==> src/rtl/multi_channel_delay_generator.sv <==
// NUM_CH independent programmable cycle-delay timers with one-shot/periodic modes,
// abort, global pause and optional auto-start straight out of reset.
module multi_channel_delay_generator #(
  parameter int unsigned          NUM_CH     = 4,
  parameter int unsigned          BW_DELAY   = 32,
  parameter logic [NUM_CH-1:0]    AUTO_START = '0,
  parameter int unsigned          INIT_DELAY = 100
) (
  input  logic                       clk,
  input  logic                       rst,
  input  logic                       pause,
  input  logic [NUM_CH-1:0]          start,
  input  logic [NUM_CH-1:0]          stop,
  input  logic [NUM_CH-1:0]          periodic,
  input  logic [NUM_CH*BW_DELAY-1:0] delay_value,
  output logic [NUM_CH-1:0]          busy,
  output logic [NUM_CH-1:0]          expired_pulse,
  output logic [NUM_CH-1:0]          delay_is_over
);

  typedef enum logic {IDLE, RUN} state_t;

  localparam logic [BW_DELAY-1:0] ONE       = BW_DELAY'(1);
  localparam logic [BW_DELAY-1:0] INIT_LOAD = (INIT_DELAY == 0) ? ONE : BW_DELAY'(INIT_DELAY);

  // High only across the first edge after reset is released, so auto-start loads once.
  logic auto_pend;

  always_ff @(posedge clk) begin
    if (rst) auto_pend <= 1'b1;
    else     auto_pend <= 1'b0;
  end

  for (genvar i = 0; i < NUM_CH; i++) begin : g_ch
    state_t              state;
    logic [BW_DELAY-1:0] cnt;
    logic [BW_DELAY-1:0] reload;
    logic                mode;
    logic                pulse_q;
    logic                over_q;
    logic [BW_DELAY-1:0] din;

    // A zero delay is treated as one so the counter never has to wrap.
    assign din = (delay_value[i*BW_DELAY +: BW_DELAY] == '0) ? ONE
               : delay_value[i*BW_DELAY +: BW_DELAY];

    // Priority: reset, stop, start, auto-start, then counting (unless paused).
    always_ff @(posedge clk) begin
      if (rst) begin
        state   <= IDLE;
        cnt     <= '0;
        reload  <= '0;
        mode    <= 1'b0;
        pulse_q <= 1'b0;
        over_q  <= 1'b0;
      end else begin
        pulse_q <= 1'b0;
        if (stop[i]) begin
          state  <= IDLE;
          cnt    <= '0;
          over_q <= 1'b0;
        end else if (start[i]) begin
          state  <= RUN;
          cnt    <= din;
          reload <= din;
          mode   <= periodic[i];
          over_q <= 1'b0;
        end else if (auto_pend && AUTO_START[i]) begin
          state  <= RUN;
          cnt    <= INIT_LOAD;
          reload <= INIT_LOAD;
          mode   <= 1'b0;
        end else if (state == RUN && !pause) begin
          if (cnt == ONE) begin
            pulse_q <= 1'b1;
            over_q  <= 1'b1;
            if (mode) begin
              cnt <= reload;
            end else begin
              state <= IDLE;
              cnt   <= '0;
            end
          end else begin
            cnt <= cnt - ONE;
          end
        end
      end
    end

    assign busy[i]          = (state == RUN);
    assign expired_pulse[i] = pulse_q;
    assign delay_is_over[i] = over_q;
  end

endmodule
==> config.mk <==
export PLATFORM = sky130hd
export DESIGN_NAME = multi_channel_delay_generator
export DESIGN_NICKNAME = d
export VERILOG_FILES = /design/src/rtl/multi_channel_delay_generator.sv
export SDC_FILE = /design/constraint.sdc
export NUM_CORES = 1
export LEC_CHECK = 0
export CELL_PAD_IN_SITES_DETAIL_PLACEMENT = 1
export CELL_PAD_IN_SITES_GLOBAL_PLACEMENT = 2
export CORE_ASPECT_RATIO = 1.25
export CORE_MARGIN = 2
export CORE_UTILIZATION = 36
export DETAILED_ROUTE_END_ITERATION = 16
export PLACE_DENSITY = 0.92
export SLEW_MARGIN = 25
export SYNTH_ARGS = -nofsm -noshare
export SYNTH_HDL_FRONTEND = slang
export SYNTH_SLANG_ARGS = --single-unit
==> constraint.sdc <==
create_clock -name clk -period 4.2 [get_ports clk]
set_clock_uncertainty 0.2 [all_clocks]
set_input_delay 0.42 -clock clk [delete_from_list [all_inputs] [get_ports clk]]
set_output_delay 0.42 -clock clk [all_outputs]
set_load 0.03 [all_outputs]
* Word-level counts from Yosys, hierarchy flattened *
Index checks and enable logic that the tools add are counted.

storage, ports and cells
  word-level logic and storage cells = 125
  output and inout bits = 12
  bits in registers = 272

operators by class
  $add $sub $neg = 4
  muxes and demuxes = 40
  equality and inequality tests = 8
  reduce and logical (&&, ||, !) cells = 41
  bitwise operators = 8

operators with widths
  cell                                                count
  2-to-1 mux 32 bit                                   20
  == test 32 x 1 -> 1 bit, second input constant      4
  zero test 32 bit                                    4
  subtractor 32 x 1 -> 32 bit, second input constant  4
  2-to-1 mux 1 bit                                    20
  AND reduction 2 bit                                 8
  nonzero test 2 bit                                  8
  OR reduction 4 bit                                  4
  AND reduction 3 bit                                 4
  OR reduction 3 bit                                  4
  inequality test 2 bit, second input constant        4
  inverter 1 bit                                      8
  OR reduction 2 bit                                  4
  logical AND 1 bit                                   4
  zero test 1 bit                                     1

* Logic depth before layout (Yosys ltp) *
Gate-level depths: netlist of the first run.

  depth in word-level cells = 4
  mapped depth = 10
  depth with buffers taken out = 8

* Worst setup path before layout of the first run *
No wires, ideal clock.

  path type = flip-flop to flip-flop
  start = register g_ch[0].cnt[1]
  end = register g_ch[0].cnt[28]
  path buffers = 2
  required time = 3.885 ns
  library setup time = 0.115 ns
  arrival time = 2.563 ns
  clock period less this slack = 2.878 ns
  stages on the path, launching flop included = 10
  path slack = 1.322 ns
  cell sequence = dfxtp_1 > inv_1 > ha_1 > or3b_2 > clkbuf_1 > or4_1 > clkbuf_1 > or3_1 > a221o_1 > o21a_1

between the ends
  longest elaborated chain between the ends = 4
  elaborated cells on any way between the ends = 5
  classes of those cells = add/sub (1); eq/ne (1); mux (3)

ends and longest elaborated chain
  what                                                                    RTL line  source
  start, declared                                                         36        logic [BW_DELAY-1:0] cnt;
  start signal, assigned                                                  64        cnt <= din;
  start signal, assigned                                                  78        cnt <= reload;
  start signal, assigned                                                  84        cnt <= cnt - ONE;
  subtractor 32 x 1 -> 32 bit or == test 32 x 1 -> 1 bit (tied branches)  84, 74
  2-to-1 mux 32 bit *                                                     74        if (cnt == ONE) begin
  2-to-1 mux 32 bit *                                                     73        end else if (state == RUN && !pause) begin
  2-to-1 mux 32 bit *                                                     62        end else if (start[i]) begin

Every way passes the cells marked *; elsewhere a longest branch is shown, timed or not. The select of a mux whose other input is x is not followed.
A chain may end at the register's enable or synchronous reset.

* Worst setup path in the final report of the first run *
  start = register g_ch[3].cnt[17]
  end = register g_ch[3].cnt[12]

between the ends
  longest elaborated chain between the ends = 4

ends and longest elaborated chain
  what                     RTL line
  start, declared          36
  start signal, assigned   64
  start signal, assigned   78
  start signal, assigned   84
  == test 32 x 1 -> 1 bit  74
  2-to-1 mux 32 bit        74
  2-to-1 mux 32 bit        73
  2-to-1 mux 32 bit        62

Every way passes these cells. The select of a mux whose other input is x is not followed.

==> tab_implementation.tex, run 1 <==
\begin{tabular}{lr}
\hline
Metric & Value \\
\hline
\multicolumn{2}{l}{\textbf{Synth}} \\
\quad Leading cell types by count after synthesis & sky130\_fd\_sc\_hd\_\_nand2\_1 (368), sky130\_fd\_sc\_hd\_\_dfxtp\_1 (272), sky130\_fd\_sc\_hd\_\_a21oi\_1 (204) \\
\quad Main synth FF type & sky130\_fd\_sc\_hd\_\_dfxtp\_1 \\
\quad Largest cells by area after synthesis & sky130\_fd\_sc\_hd\_\_dfxtp\_1 (38\%), sky130\_fd\_sc\_hd\_\_nand2\_1 (9.6\%), sky130\_fd\_sc\_hd\_\_a21oi\_1 (7.1\%) \\
\quad Post-synthesis area per instance & approximately 7.5 um2 \\
\quad Net count after synthesis & between 2,000 and 2,500 \\
\quad Library cell with the largest summed area after synthesis & sky130\_fd\_sc\_hd\_\_dfxtp\_1 \\
\quad Ys Warns & 0 \\
\quad FF+latch count, synth & 272 \\
\quad Number of flops mapped to enable cells by yosys & 0 \\
\quad Post-synthesis instance area & 14,400 um2 \\
\quad Top-area cell type share of the netlist area & a little under two fifths \\
\quad Post-synthesis cell count & 1,921 \\
\quad Most used standard cell by instance count after synthesis & sky130\_fd\_sc\_hd\_\_nand2\_1 \\
\quad Share of synthesized registers carrying an async set or reset & 0\% \\
\quad Number of distinct library cell variants in the gate-level netlist after synthesis & 64 \\
\quad Sequential cell area fraction in the yosys report & 37.8\% \\
\multicolumn{2}{l}{\textbf{Clocking}} \\
\quad CTS Buffer Depth & 3 \\
\quad Clock sink total & 272 \\
\quad Cts bufs inserted & 30 \\
\quad Clock transition at path regs & 0.06 ns \\
\quad Post-CTS Setup Inserts & 0 \\
\quad Worst skew pair latency & approximately 0.58 ns \\
\quad H-tree depth reported by CTS & 1 \\
\quad CTS tree & done \\
\quad PostCTS Resize Cnt & 0 \\
\quad Root buffer cell & sky130\_fd\_sc\_hd\_\_clkbuf\_16 \\
\quad Number of hold-repair buffers added at the cts stage & 0 \\
\multicolumn{2}{l}{\textbf{Power and ir drop}} \\
\quad Clock Power Share & 39.5\% \\
\quad Internal power component & 4.68 mW \\
\quad Total power divided by cell area & 384 nW/um2 \\
\quad Sequential fraction of design power & 42.4\% \\
\quad Maximum vdd ir drop & 305 uV \\
\quad Fraction of power consumed by combinational cells & a little under a fifth \\
\quad Leakage power & between 6 and 7 nW \\
\quad Net Sw Frac & 29.4\% \\
\quad Reported net switching power & 1.95 mW \\
\quad Power Total & 6.62 mW \\
\multicolumn{2}{l}{\textbf{STA}} \\
\quad Worst hold slack after final layout & between 0.1 and 0.15 ns \\
\quad Total Neg Setup Slack & 0 ns \\
\quad Setup violators final & 0 \\
\quad Number of hold violations in the final report & 0 \\
\quad Worst slew margin & approximately a third \\
\quad Transition time of the tightest slew-check pin & 0.980 ns \\
\quad Peak clock frequency supported by timing & 0.302 GHz \\
\quad Unrepaired setup endpoints after global routing & no \\
\quad Final period demand of the worst path & approximately 3.3 ns \\
\quad Share of the clock period used by the worst path after layout & 78.9\% \\
\quad Post-layout worst setup margin & 0.887 ns \\
\quad Pins over their slew limit & 0 \\
\multicolumn{2}{l}{\textbf{Flow run}} \\
\quad Max-cap check violation count & 0 \\
\multicolumn{2}{l}{\textbf{Final layout}} \\
\quad Net total in the final layout & 2,149 \\
\quad Final antenna diode count & 0 \\
\quad Fraction of layout cells with a size suffix above 1 & 5.90\% \\
\quad Synth-to-layout area growth & 19.8\% \\
\multicolumn{2}{l}{\textbf{GRT}} \\
\quad Vias in the first global route & 15,900 \\
\quad Total congestion overflow & 0 \\
\quad Initial antenna violation count & 1 \\
\quad Largest net degree at the start of global routing & just over 60 \\
\quad Wire length of the first global-routing pass & around 84,000 um \\
\quad GRT Util Overall & between 20\% and 30\% \\
\multicolumn{2}{l}{\textbf{Placed design}} \\
\quad Pre-CTS setup slack & 0.918 ns \\
\quad Total half-perimeter wirelength after legalization and detailed placement & 36,000 um \\
\quad Buffers on Ports & roughly 150 \\
\quad Routability congestion estimate from global placement & 0.880 \\
\multicolumn{2}{l}{\textbf{Route}} \\
\quad First DRT Iteration DRCs & 709 \\
\quad Ratio of routed vias to standard cells & 6.01 \\
\quad Initial DRT Pass Iterations & 5 \\
\quad Number of vias after detailed routing & 15,100 \\
\quad Count of antenna-violating nets left after detailed routing & 0 \\
\quad Wirelength per Cell & roughly 21 um \\
\quad Post-route DRC & 0 \\
\quad Final Routed Wirelength & about 52,000 um \\
\multicolumn{2}{l}{\textbf{Worst hold path}} \\
\quad Worst hold-check path type & in2reg \\
\multicolumn{2}{l}{\textbf{Run status}} \\
\quad Run status & finished, final reports clean \\
\multicolumn{2}{l}{\textbf{Setup path}} \\
\quad Data required time at the worst endpoint & approximately 4.5 ns \\
\quad Sort of element at the start of the critical path & flop \\
\quad Crit. End Element & flop \\
\quad Max Fanout on Critical Path & 22 \\
\quad Data arrival time at the worst-slack endpoint & 3.58 ns \\
\quad Critical setup path kind & reg2reg \\
\multicolumn{2}{l}{\textbf{Floorplan}} \\
\quad Core area & 39,300 um2 \\
\quad Std-Cell Rows & 81 \\
\quad Die ar. & $\sim$42,000 um2 \\
\quad Die height & 228 um \\
\quad Ports placed on the boundary & between 150 and 200 \\
\quad Starting density of the core & roughly 37\% \\
\quad Horizontal extent of the die & 183 um \\
\hline
\end{tabular}
==> layout make-up <==
type	instances	area [um2]
Clock buffer	46	892
Clock inverter	5	52.6
Fill cell	4821	22100
Tap cell	498	623
Sequential cell	272	5450
Timing Repair Buffer	200	1890
Inverter	18	67.6
Multi-Input combinational cell	1476	8290
==> metrics by stage <==
stage | area, um2 | std cells | utilization (%)
3_5_place_dp | 16300 | 2464 | 41.5
4_1_cts | 17300 | 2515 | 43.9
6_report | 17300 | 2515 | 43.9
3_3_place_gp | 16300 | 2464 | 41.5
2_1_floorplan | 14400 | 1921 | -
5_1_grt | 17300 | 2515 | 43.9
==> layout by cell type, fill, tap and decap left out, types with 7 or more instances in the layout <==
cell type / netlist / final
sky130_fd_sc_hd__ha_1: 8 / 8
sky130_fd_sc_hd__clkbuf_1: 116 / 9
sky130_fd_sc_hd__o221ai_1: 54 / 54
sky130_fd_sc_hd__nand2b_1: 17 / 17
sky130_fd_sc_hd__or3_1: 38 / 38
sky130_fd_sc_hd__nor4_1: 72 / 72
sky130_fd_sc_hd__o31ai_1: 14 / 14
sky130_fd_sc_hd__o21ai_0: 52 / 52
sky130_fd_sc_hd__a31oi_1: 83 / 83
sky130_fd_sc_hd__or2_2: 11 / 11
sky130_fd_sc_hd__nand4_1: 19 / 19
sky130_fd_sc_hd__dfxtp_1: 272 / 271
sky130_fd_sc_hd__inv_1: 15 / 15
sky130_fd_sc_hd__xor2_1: 55 / 55
sky130_fd_sc_hd__a21oi_1: 204 / 204
sky130_fd_sc_hd__clkbuf_16: 0 / 31
sky130_fd_sc_hd__xnor2_1: 31 / 31
sky130_fd_sc_hd__and3_1: 20 / 20
sky130_fd_sc_hd__a22oi_1: 19 / 19
sky130_fd_sc_hd__nand3_1: 63 / 63
sky130_fd_sc_hd__a311oi_1: 7 / 7
sky130_fd_sc_hd__buf_4: 13 / 46
sky130_fd_sc_hd__a211oi_1: 12 / 12
sky130_fd_sc_hd__nor2_1: 116 / 111
sky130_fd_sc_hd__clkdlybuf4s50_1: 0 / 152
sky130_fd_sc_hd__or4_1: 21 / 21
sky130_fd_sc_hd__nand2_1: 368 / 368
sky130_fd_sc_hd__o22ai_1: 18 / 18
sky130_fd_sc_hd__nor3_1: 79 / 79
sky130_fd_sc_hd__o211ai_1: 12 / 12
==> logic make-up after synthesis <==
logic type / count (synthesis) / synth area share [%]
simple gates: 858 / 28.4
mux: 1 / 0.0695
fa+ha+maj: 8 / 0.695
flops: 272 / 37.8
xor+xnor: 86 / 5.23
compound gates: 523 / 22.8
buf+inv: 173 / 4.97
==> metal layers <==
metal	part of all wire (%)	GRT usage [%]	vias to the layer above
met3	4.2	2.85	120
met4	3.5	10.1	2
met2	49	44.2	365
met1	43	30.3	7464
met5	0.025	0	-
li1	-	-	7163
==> worst paths after layout <==
check                                               startpoint                        endpoint  slack [ns]  depth (start not counted)
worst max-delay path              g_ch[3].cnt[17]$_SDFFE_PP0P_    g_ch[3].cnt[12]$_SDFFE_PP0P_        0.89                          6
worst min register to register  g_ch[0].reload[3]$_SDFFE_PP0P_  g_ch[0].reload[3]$_SDFFE_PP0P_        0.25                          2
worst min-delay path                                  start[0]    g_ch[0].cnt[24]$_SDFFE_PP0P_        0.10                          3
worst max register to register    g_ch[3].cnt[17]$_SDFFE_PP0P_    g_ch[3].cnt[12]$_SDFFE_PP0P_        0.89                          6
==> power by group through the flow <==
| stage | Combinational [mW] | Clock [mW] | Sequential (mW) |
|---|---|---|---|
| floorplan | 0.761 | 0 | 2.82 |
| global placement | 1.16 | 0 | 2.85 |
| detailed placement | 1.19 | 0 | 2.86 |
| CTS | 1.20 | 2.69 | 2.80 |
| global route | 1.33 | 2.77 | 2.82 |
| finish | 1.20 | 2.62 | 2.81 |
==> sequential cells by signal, indices dropped and copies added (netlist names) <==
register	count
g_ch.cnt	128
g_ch.mode	4
g_ch.over_q	4
g_ch.pulse_q	4
g_ch.reload	128
g_ch.state	4
==> worst max-delay path, stage by stage, from the launching register on <==
cell and delay (ns):
sky130_fd_sc_hd__dfxtp_1 0.36, sky130_fd_sc_hd__or4_1 0.57, sky130_fd_sc_hd__or3_1 0.52, sky130_fd_sc_hd__or4_1 0.98, sky130_fd_sc_hd__nand2_1 0.29, sky130_fd_sc_hd__o22ai_1 0.12, sky130_fd_sc_hd__a21o_1 0.16
No activity file was read; power rests on OpenSTA's default activity.
==> run 2: changes to the inputs <==
--- a/config.mk
+++ b/config.mk
@@ -9,9 +9,9 @@
 export CELL_PAD_IN_SITES_GLOBAL_PLACEMENT = 2
 export CORE_ASPECT_RATIO = 1.25
 export CORE_MARGIN = 2
-export CORE_UTILIZATION = 36
+export CORE_UTILIZATION = 33
 export DETAILED_ROUTE_END_ITERATION = 16
-export PLACE_DENSITY = 0.92
+export PLACE_DENSITY = 0.86
 export SLEW_MARGIN = 25
 export SYNTH_ARGS = -nofsm -noshare
 export SYNTH_HDL_FRONTEND = slang
==> constraint.sdc (replaced) <==
create_clock -name clk -period 3.1 [get_ports clk]
set_clock_uncertainty 0.2 [all_clocks]
set_input_delay 0.31 -clock clk [delete_from_list [all_inputs] [get_ports clk]]
set_output_delay 0.31 -clock clk [all_outputs]
set_load 0.03 [all_outputs]
==> tab_implementation.tex, run 2 (synthesis results as in run 1) <==
\begin{tabular}{lr}
\hline
Metric & Value \\
\hline
\multicolumn{2}{l}{\textbf{Route}} \\
\quad Count of antenna-violating nets left after detailed routing & 0 (unchanged) \\
\quad Final Routed Wirelength & 53,400 um (was 52,400 um) \\
\quad Wirelength per Cell & 20.3 um (was 20.8 um) \\
\quad Ratio of routed vias to standard cells & 5.76 (was 6.01) \\
\quad Initial DRT Pass Iterations & 5 (unchanged) \\
\quad Number of vias after detailed routing & 15,200 (was 15,100) \\
\quad First DRT Iteration DRCs & 701 (was 709) \\
\quad Post-route DRC & 0 (unchanged) \\
\multicolumn{2}{l}{\textbf{Setup path}} \\
\quad Length in cells of the worst reg-to-reg path & 7 (was 6) \\
\quad Max Fanout on Critical Path & 6 (was 22) \\
\quad Capture point of the worst path & g\_ch[0].cnt[21]\$\_SDFFE\_PP0P\_ (was g\_ch[3].cnt[12]\$\_SDFFE\_PP0P\_) \\
\quad Maximum cell stage delay along the critical path & 0.69 ns (was 0.98 ns) \\
\quad Source of the worst register-to-register timing path & g\_ch[0].cnt[24]\$\_SDFFE\_PP0P\_ (was g\_ch[3].cnt[17]\$\_SDFFE\_PP0P\_) \\
\quad Slowest stage cell, crit path & sky130\_fd\_sc\_hd\_\_or4\_1 (unchanged) \\
\quad Crit. End Element & flop (unchanged) \\
\quad Sort of element at the start of the critical path & flop (unchanged) \\
\quad Data required time at the worst endpoint & 3.41 ns (was 4.47 ns) \\
\quad Critical-path cell list & or4\_1 > or3\_1 > or4\_1 > buf\_4 > a21oi\_1 > o221ai\_1 > o21ai\_0 (was or4\_1 > or3\_1 > or4\_1 > nand2\_1 > o22ai\_1 > a21o\_1) \\
\quad Number of buffers and inverters on the critical path & 1 (was 0) \\
\quad Start point of the critical path & g\_ch[0].cnt[24]\$\_SDFFE\_PP0P\_ (was g\_ch[3].cnt[17]\$\_SDFFE\_PP0P\_) \\
\quad Capture point of the worst reg-to-reg path & g\_ch[0].cnt[21]\$\_SDFFE\_PP0P\_ (was g\_ch[3].cnt[12]\$\_SDFFE\_PP0P\_) \\
\quad Delay-heaviest family, CP & simple AND/OR/NAND/NOR gates (unchanged) \\
\quad Critical setup path kind & reg2reg (unchanged) \\
\quad Data arrival time at the worst-slack endpoint & 3.22 ns (was 3.58 ns) \\
\quad Cell occurring most often along the worst timing path & sky130\_fd\_sc\_hd\_\_or4\_1 (unchanged) \\
\quad Number of gates on the worst path with buffers counted & 7 (was 6) \\
\quad Register-to-register setup slack & 0.19 ns (was 0.89 ns) \\
\multicolumn{2}{l}{\textbf{Floorplan}} \\
\quad Std-Cell Rows & 85 (was 81) \\
\quad Core area & 43,100 um2 (was 39,300 um2) \\
\quad Horizontal extent of the die & 191 um (was 183 um) \\
\quad Ports placed on the boundary & 155 (unchanged) \\
\quad Starting density of the core & 33.5\% (was 36.6\%) \\
\quad Die height & 238 um (was 228 um) \\
\quad Die ar. & 45,400 um2 (was 41,700 um2) \\
\multicolumn{2}{l}{\textbf{GRT}} \\
\quad Initial antenna violation count & 0 (was 1) \\
\quad Met2 GRT Util & 42.0\% (was 44.2\%) \\
\quad Met3 routing resource usage after global routing & 2.51\% (was 2.85\%) \\
\quad GRT Util Overall & 23.1\% (was 24.8\%) \\
\quad Wire length of the first global-routing pass & 85,700 um (was 84,200 um) \\
\quad Total congestion overflow & 0 (unchanged) \\
\quad Routing usage on met1 & 28.1\% (was 30.3\%) \\
\quad Layer with the highest usage after global routing & met2 (unchanged) \\
\quad Vias in the first global route & 15,900 (about the same) \\
\quad Largest net degree at the start of global routing & 63 (was 62) \\
\multicolumn{2}{l}{\textbf{Clocking}} \\
\quad Root buffer cell & sky130\_fd\_sc\_hd\_\_clkbuf\_16 (unchanged) \\
\quad CTS Buffer Depth & 3 (unchanged) \\
\quad Worst skew pair latency & 0.58 ns (about the same) \\
\quad Clock sink total & 272 (unchanged) \\
\quad Clock transition at path regs & 0.06 ns (about the same) \\
\quad H-tree depth reported by CTS & 1 (unchanged) \\
\quad Cts bufs inserted & 31 (was 30) \\
\quad CTS tree & done (unchanged) \\
\multicolumn{2}{l}{\textbf{Final layout}} \\
\quad Leading cell type in the layout, fill and taps excluded & sky130\_fd\_sc\_hd\_\_nand2\_1 (unchanged) \\
\quad Fill cell instance count of the final layout & 5,250 (was 4,821) \\
\quad Most frequent cells in the layout & sky130\_fd\_sc\_hd\_\_nand2\_1 (368), sky130\_fd\_sc\_hd\_\_dfxtp\_1 (272), sky130\_fd\_sc\_hd\_\_a21oi\_1 (204), sky130\_fd\_sc\_hd\_\_clkdlybuf4s50\_1 (152), sky130\_fd\_sc\_hd\_\_nor2\_1 (109) (was sky130\_fd\_sc\_hd\_\_nand2\_1 (368), sky130\_fd\_sc\_hd\_\_dfxtp\_1 (271), sky130\_fd\_sc\_hd\_\_a21oi\_1 (204), sky130\_fd\_sc\_hd\_\_clkdlybuf4s50\_1 (152), sky130\_fd\_sc\_hd\_\_nor2\_1 (111)) \\
\quad Net total in the final layout & 2,195 (was 2,149) \\
\quad Final cell count without fillers & 2,633 (was 2,515) \\
\quad Leading registers by flop count & g\_ch.cnt x128, g\_ch.reload x128 (unchanged) \\
\quad Fraction of layout cells with a size suffix above 1 & 8.46\% (was 5.90\%) \\
\quad Synth-to-layout area growth & 24.2\% (was 19.8\%) \\
\quad Final antenna diode count & 0 (unchanged) \\
\multicolumn{2}{l}{\textbf{Worst hold path}} \\
\quad Worst hold-check path type & in2reg (unchanged) \\
\quad Depth of the worst hold-timing path & 3 (unchanged) \\
\multicolumn{2}{l}{\textbf{Placed design}} \\
\quad Total half-perimeter wirelength after legalization and detailed placement & 38,000 um (was 36,000 um) \\
\quad Routability congestion estimate from global placement & 0.849 (was 0.880) \\
\quad Placed cells & 2,574 (was 2,464) \\
\quad Buffers on Ports & 154 (unchanged) \\
\multicolumn{2}{l}{\textbf{STA}} \\
\quad Worst slew margin & 47.8\% (was 34.5\%) \\
\quad Total Neg Setup Slack & 0 ns (unchanged) \\
\quad Number of hold violations in the final report & 0 (unchanged) \\
\quad Final period demand of the worst path & 2.91 ns (was 3.31 ns) \\
\quad Unrepaired setup endpoints after global routing & no (unchanged) \\
\quad Pins over their slew limit & 0 (unchanged) \\
\quad Transition time of the tightest slew-check pin & 0.782 ns (was 0.980 ns) \\
\quad Setup violators final & 0 (unchanged) \\
\quad Share of the clock period used by the worst path after layout & 93.9\% (was 78.9\%) \\
\quad Peak clock frequency supported by timing & 0.344 GHz (was 0.302 GHz) \\
\multicolumn{2}{l}{\textbf{Power and ir drop}} \\
\quad Total power divided by cell area & 532 nW/um2 (was 384 nW/um2) \\
\quad Power Total & 9.51 mW (was 6.62 mW) \\
\quad Maximum vdd ir drop & 406 uV (was 305 uV) \\
\quad Leakage power & 6.52 nW (was 6.20 nW) \\
\multicolumn{2}{l}{\textbf{Flow run}} \\
\quad Max-cap check violation count & 0 (unchanged) \\
\multicolumn{2}{l}{\textbf{Run status}} \\
\quad Run status & finished, final reports clean (unchanged) \\
\hline
\end{tabular}
-- run 2: cell count changes in the layout (fill, tap and decap cells not counted), sizes merged --
cell / before / now
clkinvlp: 1 / 0
clkinv: 6 / 10
dlygate4sd3: 0 / 2
bufinv: 1 / 4
buf: 48 / 91
-- run 2: stage by stage --
step	area, um2	setup slack (ns)	util, %	hold slack [ns]
finish	17900	0.191	41.5	0.0801
global route	17900	0.0234	41.5	0.0597
CTS	17900	0.152	41.5	0.0383
detailed placement	16800	0.176	38.9	0.246
global placement	16800	0.237	38.9	0.239
floorplan	14400	0.222	-	0.226
-- run 2: where the power goes --
part           internal [mW]  switching (mW)
sequential              3.65           0.153
clock                   2.44            1.58
combinational          0.707           0.987
-- run 2: repair_timing --
item,CTS,global route
hold endpoints to repair,19,0
hold buffers,2,0
gates resized for setup,0,0
buffers inserted,0,0
-- run 2: per-layer routing --
metal	wire length (um)	vias to the layer above
li1	-	7249
met3	2200	101
met1	22800	7489
met4	1600	0
met5	0	-
met2	26800	331
-- run 2: worst min-delay path: cells and delay by family --
kind	cells	cell delay [ns]
simple gates	1	0.06
buf+inv	1	0.39
compound gates	1	0.05
-- run 2: worst min-delay path by stage --
| stage | from | to | slack [ns] |
|---|---|---|---|
| detailed placement | g_ch[0].reload[3]$_SDFFE_PP0P_ | g_ch[0].reload[3]$_SDFFE_PP0P_ | 0.25 |
| CTS | periodic[1] | g_ch[1].mode$_SDFFE_PP0P_ | 0.04 |
| finish | periodic[1] | g_ch[1].mode$_SDFFE_PP0P_ | 0.08 |
| global route | periodic[1] | g_ch[1].mode$_SDFFE_PP0P_ | 0.06 |
| floorplan | g_ch[3].reload[12]$_SDFFE_PP0P_ | g_ch[3].cnt[12]$_SDFFE_PP0P_ | 0.23 |
| global placement | g_ch[3].reload[15]$_SDFFE_PP0P_ | g_ch[3].reload[15]$_SDFFE_PP0P_ | 0.24 |
-- run 2: area by class of cell --
| cell class | instances | area [um2] | area share, % |
|---|---|---|---|
| Clock inverter | 11 | 155 | 0.867 |
| Multi-Input combinational cell | 1476 | 8300 | 46.4 |
| Clock buffer | 46 | 952 | 5.32 |
| Sequential cell | 272 | 5450 | 30.4 |
| Timing Repair Buffer | 245 | 2270 | 12.7 |
| Tap cell | 565 | 707 | 3.95 |
| Inverter | 18 | 67.6 | 0.378 |
==> run 3: changes to the inputs <==
--- a/config.mk
+++ b/config.mk
@@ -9,9 +9,9 @@
 export CELL_PAD_IN_SITES_GLOBAL_PLACEMENT = 2
 export CORE_ASPECT_RATIO = 1.25
 export CORE_MARGIN = 2
-export CORE_UTILIZATION = 33
+export CORE_UTILIZATION = 36
 export DETAILED_ROUTE_END_ITERATION = 16
-export PLACE_DENSITY = 0.86
+export PLACE_DENSITY = 0.92
 export SLEW_MARGIN = 25
 export SYNTH_ARGS = -nofsm -noshare
 export SYNTH_HDL_FRONTEND = slang
==> constraint.sdc (replaced) <==
create_clock -name clk -period 3.4 [get_ports clk]
set_clock_uncertainty 0.2 [all_clocks]
set_input_delay 0.34 -clock clk [delete_from_list [all_inputs] [get_ports clk]]
set_output_delay 0.34 -clock clk [all_outputs]
set_load 0.03 [all_outputs]
==> tab_implementation.tex, run 3 (synthesis results as in run 1) <==
\begin{tabular}{lr}
\hline
Metric & Value \\
\hline
\multicolumn{2}{l}{\textbf{Run status}} \\
\quad Run status & finished, final reports clean (unchanged) \\
\multicolumn{2}{l}{\textbf{Flow run}} \\
\quad Max-cap check violation count & 0 (unchanged) \\
\multicolumn{2}{l}{\textbf{STA}} \\
\quad Setup violators final & 0 (unchanged) \\
\quad Share of the clock period used by the worst path after layout & 91.1\% (was 93.9\%) \\
\quad Number of hold violations in the final report & 0 (unchanged) \\
\quad Post-layout worst setup margin & 0.302 ns (was 0.191 ns) \\
\quad Pins over their slew limit & 0 (unchanged) \\
\quad Worst slew margin & 28.7\% (was 47.8\%) \\
\quad Total Neg Setup Slack & 0 ns (unchanged) \\
\quad Transition time of the tightest slew-check pin & 1.07 ns (was 0.782 ns) \\
\quad Unrepaired setup endpoints after global routing & no (unchanged) \\
\quad Final period demand of the worst path & 3.10 ns (was 2.91 ns) \\
\quad Peak clock frequency supported by timing & 0.323 GHz (was 0.344 GHz) \\
\multicolumn{2}{l}{\textbf{Setup path}} \\
\quad Register-to-register setup slack & 0.30 ns (was 0.19 ns) \\
\quad Source of the worst register-to-register timing path & g\_ch[0].cnt[25]\$\_SDFFE\_PP0P\_ (was g\_ch[0].cnt[24]\$\_SDFFE\_PP0P\_) \\
\quad Length in cells of the worst reg-to-reg path & 6 (was 7) \\
\quad Sort of element at the start of the critical path & flop (unchanged) \\
\quad Slowest stage cell, crit path & sky130\_fd\_sc\_hd\_\_or4\_1 (unchanged) \\
\quad Max Fanout on Critical Path & 10 (was 6) \\
\quad Critical setup path kind & reg2reg (unchanged) \\
\quad Number of gates on the worst path with buffers counted & 6 (was 7) \\
\quad Maximum cell stage delay along the critical path & 0.80 ns (was 0.69 ns) \\
\quad Crit. End Element & flop (unchanged) \\
\quad Data required time at the worst endpoint & 3.65 ns (was 3.41 ns) \\
\quad Capture point of the worst reg-to-reg path & g\_ch[0].state\$\_SDFFE\_PP0P\_ (was g\_ch[0].cnt[21]\$\_SDFFE\_PP0P\_) \\
\quad Capture point of the worst path & g\_ch[0].state\$\_SDFFE\_PP0P\_ (was g\_ch[0].cnt[21]\$\_SDFFE\_PP0P\_) \\
\quad Data arrival time at the worst-slack endpoint & 3.35 ns (was 3.22 ns) \\
\quad Number of buffers and inverters on the critical path & 0 (was 1) \\
\quad Critical-path cell list & or4\_1 > or3\_1 > or4\_1 > or3\_1 > a21oi\_1 > nor2\_1 (was or4\_1 > or3\_1 > or4\_1 > buf\_4 > a21oi\_1 > o221ai\_1 > o21ai\_0) \\
\quad Delay-heaviest family, CP & simple AND/OR/NAND/NOR gates (unchanged) \\
\quad Start point of the critical path & g\_ch[0].cnt[25]\$\_SDFFE\_PP0P\_ (was g\_ch[0].cnt[24]\$\_SDFFE\_PP0P\_) \\
\multicolumn{2}{l}{\textbf{GRT}} \\
\quad Initial antenna violation count & 1 (was 0) \\
\quad Met2 GRT Util & 45.5\% (was 42.0\%) \\
\quad Largest net degree at the start of global routing & 63 (unchanged) \\
\quad Layer with the highest usage after global routing & met2 (unchanged) \\
\quad Met3 routing resource usage after global routing & 2.74\% (was 2.51\%) \\
\quad Total congestion overflow & 0 (unchanged) \\
\quad Wire length of the first global-routing pass & 84,500 um (was 85,700 um) \\
\quad GRT Util Overall & 24.8\% (was 23.1\%) \\
\quad Routing usage on met1 & 30.3\% (was 28.1\%) \\
\quad Vias in the first global route & 15,900 (about the same) \\
\multicolumn{2}{l}{\textbf{Floorplan}} \\
\quad Die ar. & 41,700 um2 (was 45,400 um2) \\
\quad Starting density of the core & 36.6\% (was 33.5\%) \\
\quad Die height & 228 um (was 238 um) \\
\quad Ports placed on the boundary & 155 (unchanged) \\
\quad Std-Cell Rows & 81 (was 85) \\
\quad Core area & 39,300 um2 (was 43,100 um2) \\
\quad Horizontal extent of the die & 183 um (was 191 um) \\
\multicolumn{2}{l}{\textbf{Clocking}} \\
\quad Clock transition at path regs & 0.07 ns (was 0.06 ns) \\
\quad Clock sink total & 272 (unchanged) \\
\quad CTS tree & done (unchanged) \\
\quad CTS Buffer Depth & 3 (unchanged) \\
\quad Worst skew pair latency & 0.58 ns (about the same) \\
\quad Post-CTS Setup Inserts & 0 (unchanged) \\
\quad PostCTS Resize Cnt & 0 (unchanged) \\
\quad H-tree depth reported by CTS & 1 (unchanged) \\
\quad Number of hold-repair buffers added at the cts stage & 1 (was 2) \\
\quad Cts bufs inserted & 31 (unchanged) \\
\quad Root buffer cell & sky130\_fd\_sc\_hd\_\_clkbuf\_16 (unchanged) \\
\multicolumn{2}{l}{\textbf{Placed design}} \\
\quad Total half-perimeter wirelength after legalization and detailed placement & 36,400 um (was 38,000 um) \\
\quad Pre-CTS setup slack & 0.340 ns (was 0.176 ns) \\
\quad Buffers on Ports & 154 (unchanged) \\
\quad Routability congestion estimate from global placement & 0.861 (was 0.849) \\
\quad Instance area after placement & 16,500 um2 (was 16,800 um2) \\
\quad Placed cells & 2,489 (was 2,574) \\
\multicolumn{2}{l}{\textbf{Power and ir drop}} \\
\quad Total power divided by cell area & 473 nW/um2 (was 532 nW/um2) \\
\quad Maximum vdd ir drop & 396 uV (was 406 uV) \\
\quad Leakage power & 6.35 nW (was 6.52 nW) \\
\multicolumn{2}{l}{\textbf{Final layout}} \\
\quad Leading registers by flop count & g\_ch.cnt x128, g\_ch.reload x128 (unchanged) \\
\quad Design Area, Final & 17,500 um2 (was 17,900 um2) \\
\quad Net total in the final layout & 2,176 (was 2,195) \\
\quad Fill cell instance count of the final layout & 4,845 (was 5,250) \\
\quad Final antenna diode count & 0 (unchanged) \\
\quad Synth-to-layout area growth & 21.4\% (was 24.2\%) \\
\quad Fraction of layout cells with a size suffix above 1 & 7.28\% (was 8.46\%) \\
\quad Final cell count without fillers & 2,544 (was 2,633) \\
\quad Leading cell type in the layout, fill and taps excluded & sky130\_fd\_sc\_hd\_\_nand2\_1 (unchanged) \\
\quad Most frequent cells in the layout & sky130\_fd\_sc\_hd\_\_nand2\_1 (368), sky130\_fd\_sc\_hd\_\_dfxtp\_1 (272), sky130\_fd\_sc\_hd\_\_a21oi\_1 (204), sky130\_fd\_sc\_hd\_\_clkdlybuf4s50\_1 (152), sky130\_fd\_sc\_hd\_\_nor2\_1 (110) (was sky130\_fd\_sc\_hd\_\_nand2\_1 (368), sky130\_fd\_sc\_hd\_\_dfxtp\_1 (272), sky130\_fd\_sc\_hd\_\_a21oi\_1 (204), sky130\_fd\_sc\_hd\_\_clkdlybuf4s50\_1 (152), sky130\_fd\_sc\_hd\_\_nor2\_1 (109)) \\
\quad Final standard cell utilization of the core & 44.5\% (was 41.5\%) \\
\multicolumn{2}{l}{\textbf{Route}} \\
\quad First DRT Iteration DRCs & 686 (was 701) \\
\quad Ratio of routed vias to standard cells & 5.96 (was 5.76) \\
\quad Number of vias after detailed routing & 15,200 (about the same) \\
\quad Final Routed Wirelength & 52,500 um (was 53,400 um) \\
\quad Count of antenna-violating nets left after detailed routing & 0 (unchanged) \\
\quad Wirelength per Cell & 20.6 um (was 20.3 um) \\
\quad Initial DRT Pass Iterations & 5 (unchanged) \\
\quad Post-route DRC & 0 (unchanged) \\
\multicolumn{2}{l}{\textbf{Worst hold path}} \\
\quad Worst hold-check path type & in2reg (unchanged) \\
\hline
\end{tabular}
run 3: worst min path at each step:
stage	start	to	slack (ns)	cells after the start
after CTS	rst	g_ch[3].reload[13]$_SDFFE_PP0P_	0.05	2
after detailed placement	g_ch[1].reload[29]$_SDFFE_PP0P_	g_ch[1].reload[29]$_SDFFE_PP0P_	0.25	2
after global placement	g_ch[0].reload[3]$_SDFFE_PP0P_	g_ch[0].reload[3]$_SDFFE_PP0P_	0.24	2
final	rst	g_ch[3].reload[7]$_SDFFE_PP0P_	0.06	2
after floorplan	g_ch[3].reload[12]$_SDFFE_PP0P_	g_ch[3].cnt[12]$_SDFFE_PP0P_	0.23	1
after global routing	rst	g_ch[3].reload[19]$_SDFFE_PP0P_	0.08	2
run 3: area by class of cell:
type	count	area (um2)	area share [%]
multi-input cells	1476	8290	47.4
clock buffers	48	940	5.37
clock inverters	6	33.8	0.193
inverters	18	67.6	0.386
flip-flops and latches	272	5450	31.1
repair buffers	226	2090	11.9
well taps	498	623	3.56
run 3: power breakdown:
part | switching, mW | internal (mW)
registers | 0.142 | 3.33
logic | 0.890 | 0.622
clock network | 1.41 | 1.88
run 3: per-stage QoR:
stage                     power (mW)  hold WS (ns)
final                           8.27        0.0569
after CTS                       8.34        0.0539
after floorplan                 4.42         0.226
after detailed placement        5.03         0.247
after global routing            8.66        0.0812
after global placement          4.99         0.239
run 3: layer usage:
layer | up-vias | wire length [um]
li1 | 7226 | -
met5 | - | 13
met3 | 84 | 2060
met4 | 2 | 1340
met2 | 333 | 26500
met1 | 7524 | 22700
run 3: worst reg2reg max path, delay by kind of cell, from the launching register on:
kind	cells	cell delay (ns)
and+or+nand+nor	5	2.26
DFF	1	0.36
AOI/OAI and AO/OA	1	0.16
